[config.mk]
export PLATFORM = sky130hd
export DESIGN_NAME = gpio_host_sequencer
export DESIGN_NICKNAME = d
export VERILOG_FILES = /design/src/rtl/gpio_host_sequencer.sv
export SDC_FILE = /design/constraint.sdc
export NUM_CORES = 1
export LEC_CHECK = 0
export BUFFER_PORTS_ARGS = -buffer_cell sky130_fd_sc_hd__buf_2
export CORE_UTILIZATION = 30
export CTS_BUF_LIST = sky130_fd_sc_hd__clkbuf_2 sky130_fd_sc_hd__clkbuf_4 sky130_fd_sc_hd__clkbuf_8
export DETAILED_ROUTE_END_ITERATION = 6
export GPL_TIMING_DRIVEN = 0
export PLACE_DENSITY = 0.68
export SLEW_MARGIN = 20
export SYNTH_ARGS = -nofsm -noshare
export SYNTH_HDL_FRONTEND = slang
export SYNTH_SLANG_ARGS = --single-unit
[constraint.sdc]
create_clock -name clk -period 2 [get_ports clk]
set_clock_uncertainty 0.1 [all_clocks]
set_input_delay 0.6 -clock clk [delete_from_list [all_inputs] [get_ports clk]]
set_output_delay 0.6 -clock clk [all_outputs]
set_load 0.005 [all_outputs]
[src/rtl/gpio_host_sequencer.sv]
// Host-side GPIO sequencer for mips_top self-test.
// Sweeps gpi_1 over 0..N_VECTORS-1 and captures gpo_1/gpo_2 per pass.
module gpio_host_sequencer #(
    parameter int          N_VECTORS  = 16,
    parameter logic [31:0] DONE_PC    = 32'h0000_00C8,
    parameter logic [31:0] GPI2_VALUE = 32'h0000_0000,
    parameter int          TIMEOUT    = 1024,
    parameter int          IDX_W      = $clog2(N_VECTORS)
) (
    input  logic             clk,
    input  logic             rst,
    input  logic             start,
    input  logic [31:0]      pc_current,
    input  logic [31:0]      gpo_1,
    input  logic [31:0]      gpo_2,
    output logic [31:0]      gpi_1,
    output logic [31:0]      gpi_2,
    output logic             busy,
    output logic             res_valid,
    output logic [IDX_W-1:0] res_index,
    output logic [31:0]      res_data_1,
    output logic [31:0]      res_data_2,
    output logic             done,
    output logic             timeout_err
);

    localparam int TCNT_W = $clog2(TIMEOUT + 1);

    typedef enum logic [2:0] {
        S_IDLE,
        S_WAIT,
        S_HOLD,
        S_CAPTURE,
        S_DONE,
        S_ERROR
    } state_t;

    state_t              state;
    logic [IDX_W-1:0]    idx;
    logic [TCNT_W-1:0]   tcnt;
    logic                armed;

    wire at_done_pc = (pc_current == DONE_PC);
    wire last_idx   = (idx == IDX_W'(N_VECTORS - 1));
    wire tcnt_max   = (tcnt == TCNT_W'(TIMEOUT - 1));

    // Sequencer FSM; every output is a register updated here.
    always_ff @(posedge clk) begin
        if (rst) begin
            state       <= S_IDLE;
            idx         <= '0;
            tcnt        <= '0;
            armed       <= 1'b0;
            gpi_1       <= '0;
            gpi_2       <= '0;
            busy        <= 1'b0;
            res_valid   <= 1'b0;
            res_index   <= '0;
            res_data_1  <= '0;
            res_data_2  <= '0;
            done        <= 1'b0;
            timeout_err <= 1'b0;
        end else begin
            res_valid <= 1'b0;
            unique case (state)
                S_IDLE, S_DONE, S_ERROR: begin
                    if (start) begin
                        idx         <= '0;
                        gpi_1       <= '0;
                        gpi_2       <= GPI2_VALUE;
                        busy        <= 1'b1;
                        done        <= 1'b0;
                        timeout_err <= 1'b0;
                        tcnt        <= '0;
                        armed       <= 1'b0;
                        state       <= S_WAIT;
                    end
                end
                S_WAIT: begin
                    tcnt <= tcnt + TCNT_W'(1);
                    // A PC parked on DONE_PC at entry must leave first.
                    if (!at_done_pc) begin
                        armed <= 1'b1;
                    end
                    if (armed && at_done_pc) begin
                        state <= S_HOLD;
                    end else if (tcnt_max) begin
                        state       <= S_ERROR;
                        timeout_err <= 1'b1;
                        busy        <= 1'b0;
                    end
                end
                // One spare cycle so the pass's final store lands.
                S_HOLD: begin
                    state <= S_CAPTURE;
                end
                S_CAPTURE: begin
                    res_valid  <= 1'b1;
                    res_index  <= idx;
                    res_data_1 <= gpo_1;
                    res_data_2 <= gpo_2;
                    if (last_idx) begin
                        state <= S_DONE;
                        busy  <= 1'b0;
                        done  <= 1'b1;
                    end else begin
                        idx   <= idx + IDX_W'(1);
                        gpi_1 <= 32'(idx) + 32'd1;
                        tcnt  <= '0;
                        armed <= 1'b0;
                        state <= S_WAIT;
                    end
                end
                default: begin
                    state <= S_IDLE;
                end
            endcase
        end
    end

endmodule

==> results of run 1 <==
[how the worst max path moves through the flow]
stage	slack, ps	cells after the start	endpoint	start
2_1_floorplan	190	5	state[0]	pc_current[26]
3_3_place_gp	-180	6	tcnt[9]	start
3_5_place_dp	-170	6	tcnt[3]	start
4_1_cts	40	6	state[0]	tcnt[1]
5_1_grt	-3	6	state[2]	tcnt[1]
6_report	110	6	state[2]	tcnt[1]
[per-stage QoR]
stage                     setup WS [ps]  area [um2]  total power, uW  hold slack (ps)    util
after CTS                         44.92        5477             3494            324.7  0.4287
after detailed placement         -169.1        5271             2296            343.0  0.4127
final                             110.5        5524             3451            350.9  0.4325
after global routing             -2.592        5522             3621            328.4  0.4323
after global placement           -179.7        5271             2291            339.2  0.4127
after floorplan                   189.8        4180             2147            350.6       -
[final cells by class]
| type | count | area, um2 | area share |
|---|---|---|---|
| clock inverter | 5 | 36.28 | 0.006569 |
| inverter | 5 | 18.77 | 0.003398 |
| sequential | 92 | 1843 | 0.3336 |
| multi-input combinational | 377 | 1822 | 0.3298 |
| antenna | 1 | 2.502 | 0.0004530 |
| tap | 172 | 215.2 | 0.03896 |
| timing repair buffer | 176 | 883.3 | 0.1599 |
| clock buffer | 11 | 151.4 | 0.02741 |
| buffer | 84 | 551.8 | 0.09989 |
[state kept, by name, summed over array words and instances (netlist names)]
signal       flops
res_data_2      32
res_valid        1
done             1
res_index        4
gpi_1            2
busy             1
tcnt            11
armed            1
timeout_err      1
state            3
idx              3
res_data_1      32
[cells in the mapped netlist, drive strengths merged, types with 2 or more instances]
cell / instances
nor3: 4
nor2: 15
or3: 2
nand3: 8
nor4: 7
a22oi: 2
clkbuf: 23
ha: 2
nand2: 151
nand2b: 2
o211ai: 2
o21ai: 7
xnor2: 5
buf: 63
inv: 5
a2111oi: 3
xor2: 4
nand4: 5
dfxtp: 92
a21oi: 81
and3: 4
[cell families (layout without fill, tap and decap cells)]
kind of cell | count (synthesis) | count (layout) | synth area share
xor+xnor | 9 | 9 | 0.01989
other cells | 1 | 60 | 0.0009464
flops | 92 | 92 | 0.4648
buf+inv | 91 | 281 | 0.1440
compound gates | 100 | 100 | 0.1396
fa+ha+maj | 2 | 2 | 0.006314
simple gates | 207 | 207 | 0.2245
[timing repair]
action | CTS | global route
setup buffers | 0 | 1
setup endpoints to repair | 15 | 60
hold buffers | 0 | 0
resized for setup | 6 | 16
pin swaps | 0 | 1
[critical path: cells and delay by family, from the launching register on]
kind	cells	cell delay, ps
flip-flops	1	380
AND/OR/NAND/NOR	3	720
AO/OA/AOI/OAI	2	460
adder cells (fa/ha/maj)	1	180
[power by group]
group | internal [uW] | total [uW] | switching [uW]
logic | 198 | 400 | 202
clock network | 519 | 1180 | 660
registers | 1850 | 1870 | 23.0
[per-layer routing]
layer	track usage	wire (um)	up-vias
met5	0	0	-
met2	0.2647	5346	120
met4	0.05063	119	0
met1	0.1802	4668	1719
li1	-	-	2037
met3	0.05149	775	9
==> metrics.txt, run 1 <==
outcome=complete, no violations; Mapped Area=0.003963 mm2; synthesized instance count=~500; # rows=41; total global-route track usage=0.1540; RD Place Congestion=a little over 0.8; global route total overflow=0; CTS Buf Count=9; Worst setup SP type=flop; Crit path largest cell delay=380 ps; initial antenna violation count=0; Final #Nets=roughly 850; commonest non-fill, non-tap cells in the layout=177 x buf_2, 150 x nand2_1, 91 x dfxtp_1; Worst Hold End=res_data_1[27]; sequential area share after synthesis=0.4648; cell count of the worst reg-to-reg path=6; DP Cell Count=907; Synth area leaders=dfxtp_1 46%, nand2_1 14%, buf_4 11%, a21oi_1 10%, clkbuf_1 2.2%; max-cap check violation count=0; Critical Setup Path Class=flop to flop; post-route ant nets=0; Async S/R FF share, synth=0; fillers=between 1,000 and 1,500; crit path cell chain=ha_1 -> and3_2 -> nand4_1 -> o31a_1 -> or3_1 -> a21oi_1; commonest non-fill, non-tap cell in the layout=buf_2; f_max=0.5292 GHz; post-synth top area share=0.4648; first-pass GRT wire length=16.10 mm; Die ar.=0.01367 mm2; Yosys Warn Count=0; vias per inst=4.209; Worst path slowest cell=dfxtp_1; Starting Density=0.3102; CP required=2210 ps; vias in the first global route=about 3,300; DR DRC count=0; Most used DFF post-synth=dfxtp_1; TNS Setup=0 ps; core area=between 0.01 and 0.015 mm2; Power per Cell Area=624.7 mW/mm2; Layout Cells excl Fill=approximately 900; EDFF count, synth=0; crit-path max FO=4; Slew HR=0.6356; Max Slew Vio Count=0; H-tree levels=3; Pre-antenna DRT Iters=4; WL final=10.91 mm; floorplan die width=about 120 um; CTS root buf=clkbuf_8; #FFs+latches synth=92; largest net degree at the start of global routing=16; DR vias=3,885; mean post-synth cell area=7.894 um2; area leader, netlist=dfxtp_1; CP Capture Type=flop; Clock Sinks=92; reg2reg start=tcnt[1]; layout cell share with drive strength beyond 1=0.3627; final setup violation count=0; HP Class=input port to flop; WHS Path Cells=3; dpl hpwl=8.336 mm; Yosys cell types=41; flop2flop setup slack=between 100 and 150 ps; CTS Buffer Depth=2; WL per Instance=between 10 and 15 um; Fin. Hold Viols=0; worst-margin pin slew=546.7 ps; share of the clock period used by the worst path=0.9447; number of I/O pins=235; Area Growth Syn to Fin=39.41%; CTS clk-pin slew, worst paths=100 ps; DRC marker count from the first detailed-route iteration=181; clock tree from TritonCTS=yes; Die Y=116.9 um; hold_sp=gpo_1[27]; Clk Latency, worst-skew pair=370 ps; Leakage=about 0.0026 uW; Reg-to-Reg End=state[2]; peak supply drop=0.0002846 V; PortBufs=175; Worst EP arrival=2100 ps; final critical-path required period=1889 ps
No activity file was read; power rests on OpenSTA's default activity.
==> inputs of run 2 (changes only) <==
--- a/config.mk
+++ b/config.mk
@@ -10,7 +10,7 @@
 export CTS_BUF_LIST = sky130_fd_sc_hd__clkbuf_2 sky130_fd_sc_hd__clkbuf_4 sky130_fd_sc_hd__clkbuf_8
 export DETAILED_ROUTE_END_ITERATION = 6
 export GPL_TIMING_DRIVEN = 0
-export PLACE_DENSITY = 0.68
+export PLACE_DENSITY = 0.7
 export SLEW_MARGIN = 20
 export SYNTH_ARGS = -nofsm -noshare
 export SYNTH_HDL_FRONTEND = slang
==> constraint.sdc (replaced) <==
create_clock -name clk -period 1.7 [get_ports clk]
set_clock_uncertainty 0.1 [all_clocks]
set_input_delay 0.51 -clock clk [delete_from_list [all_inputs] [get_ports clk]]
set_output_delay 0.51 -clock clk [all_outputs]
set_load 0.005 [all_outputs]
==> metrics.txt, run 2 (synthesized netlist as in run 1, its figures left out) <==
final setup violation count=2 (was 0); CP required=1920 ps (was 2210 ps); Slew HR=0.6110 (was 0.6356); DR DRC count=0 (unchanged); largest registers=res_data_1 x32, res_data_2 x32, tcnt x11 (unchanged); Worst path slowest cell=dfxtp_2 (was dfxtp_1); cell family with most CP delay=simple AND/OR/NAND/NOR gates (unchanged); Worst EP arrival=1950 ps (was 2100 ps); outcome=finished with violations (was complete, no violations); initial antenna violation count=0 (unchanged); f_max=0.5766 GHz (was 0.5292 GHz); Final #Nets=857 (was 846); fin area=0.005879 mm2 (was 0.005524 mm2); final critical-path required period=1734 ps (was 1889 ps); HP Class=input port to flop (unchanged); Seq pwr share=0.529 (was 0.543); DR vias=3,956 (was 3,885); total global-route track usage=0.1583 (was 0.1540); P_int=3008 uW (was 2567 uW); Power per Cell Area=709.6 mW/mm2 (was 624.7 mW/mm2); DRC marker count from the first detailed-route iteration=211 (was 181); crit-path max FO=3 (was 4); floorplan die width=116.9 um (unchanged); Area Growth Syn to Fin=48.37% (was 39.41%); commonest non-fill, non-tap cells in the layout=177 x buf_2, 146 x nand2_1, 83 x dfxtp_1 (was 177 x buf_2, 150 x nand2_1, 91 x dfxtp_1); first-pass GRT wire length=16.46 mm (was 16.10 mm); post-route ant nets=0 (unchanged); # rows=41 (unchanged); WL per Instance=12.26 um (was 11.82 um); commonest non-fill, non-tap cell in the layout=buf_2 (unchanged); Reg-to-Reg End=state[2] (unchanged); vias per inst=4.240 (was 4.209); Die Y=116.9 um (unchanged); Max Slew Vio Count=0 (unchanged); Multi-input gate area=0.002034 mm2 (was 0.001822 mm2); RD Place Congestion=0.8038 (was 0.8079); Critical Setup Path Class=flop to flop (unchanged); Clk Latency, worst-skew pair=380 ps (was 370 ps); WL final=11.44 mm (was 10.91 mm); Pre-antenna DRT Iters=4 (unchanged); fillers=1,320 (was 1,369); flop2flop setup slack=-30 ps (was 110 ps); global route total overflow=0 (unchanged); H-tree levels=3 (unchanged); Starting Density=0.3102 (unchanged); Leakage=0.002699 uW (was 0.002572 uW); Worst Slack Setup Final=-34.27 ps (was 110.5 ps); number of I/O pins=235 (unchanged); worst-margin pin slew=583.5 ps (was 546.7 ps); register area=0.001856 mm2 (was 0.001843 mm2); ant diodes=0 (was 1); Post-CTS Hold Fix Bufs=0 (unchanged); vias in the first global route=3,345 (was 3,296); Fin Hold WS=253.1 ps (was 350.9 ps); max-cap check violation count=0 (unchanged); PortBufs=175 (unchanged); Worst setup SP type=flop (unchanged); layout cell share with drive strength beyond 1=0.4152 (was 0.3627); Crit path largest cell delay=360 ps (was 380 ps); failing checks=setup timing; Clock Sinks=92 (unchanged); Die ar.=0.01367 mm2 (unchanged); Fin. Hold Viols=0 (unchanged); cell count of the worst reg-to-reg path=6 (unchanged); Psw=1164 uW (was 884.5 uW); clock tree from TritonCTS=yes (unchanged); Cell Area, Placed=0.005328 mm2 (was 0.005271 mm2); core area=0.01277 mm2 (unchanged); reg2reg start=tcnt[0] (was tcnt[1]); dpl hpwl=8.242 mm (was 8.336 mm); switching share of power=0.2790 (was 0.2563); largest net degree at the start of global routing=20 (was 16); WHS Path Cells=3 (unchanged); crit path cell chain=ha_4 -> and3_4 -> nand4_1 -> o31a_1 -> or3_1 -> a21oi_2 (was ha_1 -> and3_2 -> nand4_1 -> o31a_1 -> or3_1 -> a21oi_1); Worst Hold End=res_data_2[23] (was res_data_1[27]); RSZ-0062 raised after global routing=yes; CTS root buf=clkbuf_8 (unchanged); worst path bufs/invs=0 (unchanged); CTS Buf Count=9 (unchanged); hold_sp=gpo_2[23] (was gpo_1[27]); CTS clk-pin slew, worst paths=100 ps (about the same); peak supply drop=0.0004226 V (was 0.0002846 V); clock share of power=0.339 (was 0.342); CP Capture Type=flop (unchanged); share of the clock period used by the worst path=1.020 (was 0.9447); combinational cell fraction of total power=0.132 (was 0.116); CTS Buffer Depth=2 (unchanged)
-- run 2: per-stage QoR --
stage,setup TNS (ps),utilization,power (uW),std cells,setup slack [ps]
finish,-58.68,0.4603,4172,933,-34.27
global route,-892.4,0.4603,4394,933,-98.55
CTS,-136.3,0.4441,4175,927,-75.44
detailed placement,-20650,0.4171,2708,907,-339.1
global placement,-18670,0.4171,2708,907,-314.4
floorplan,-28.63,-,2529,560,-18.94
-- run 2: metal layers --
layer / routed length (um) / global-route usage / up-vias
li1: - / - / 2057
met1: 4641 / 0.1828 / 1736
met2: 5673 / 0.2686 / 147
met3: 965 / 0.06540 / 16
met4: 158 / 0.04557 / 0
met5: 0 / 0 / -
-- run 2: how the worst max path moves through the flow --
stage,start,end,slack (ps),cells past startpoint
3_5_place_dp,rst,done,-340,4
5_1_grt,tcnt[1],state[2],-100,6
3_3_place_gp,idx[0],tcnt[10],-310,6
4_1_cts,tcnt[0],state[2],-80,6
6_report,tcnt[0],state[2],-30,6
2_1_floorplan,tcnt[0],state[0],-20,6
-- run 2: area by class of cell --
cell class                      count  area share
Clock inverter                      7     0.01064
Multi-Input combinational cell    378      0.3460
Buffer                             83     0.09832
Inverter                            5    0.003192
Sequential cell                    92      0.3156
Timing Repair Buffer              187      0.1685
Tap cell                          172     0.03660
Clock buffer                        9     0.02107
-- run 2: worst register-to-register path: cells and delay by family (launching register included) --
family	cells	cell delay, ps
and+or+nand+nor	3	640
adders and majority gates	1	140
AOI/OAI and AO/OA	2	430
DFF	1	360
-- run 2: timing repair --
item                       in CTS  in global routing
setup buffers                   7                  5
pin swaps                       4                 11
resized for setup              30                 52
setup endpoints to repair      89                 82
gates cloned                    0                  1
-- run 2: power by group through the flow --
stage          Sequential [uW]  Clock, uW  Combinational [uW]
2_1_floorplan             2240          0                 286
3_3_place_gp              2250          0                 459
3_5_place_dp              2250          0                 458
4_1_cts                   2200       1480                 494
5_1_grt                   2210       1570                 612
6_report                  2210       1410                 550
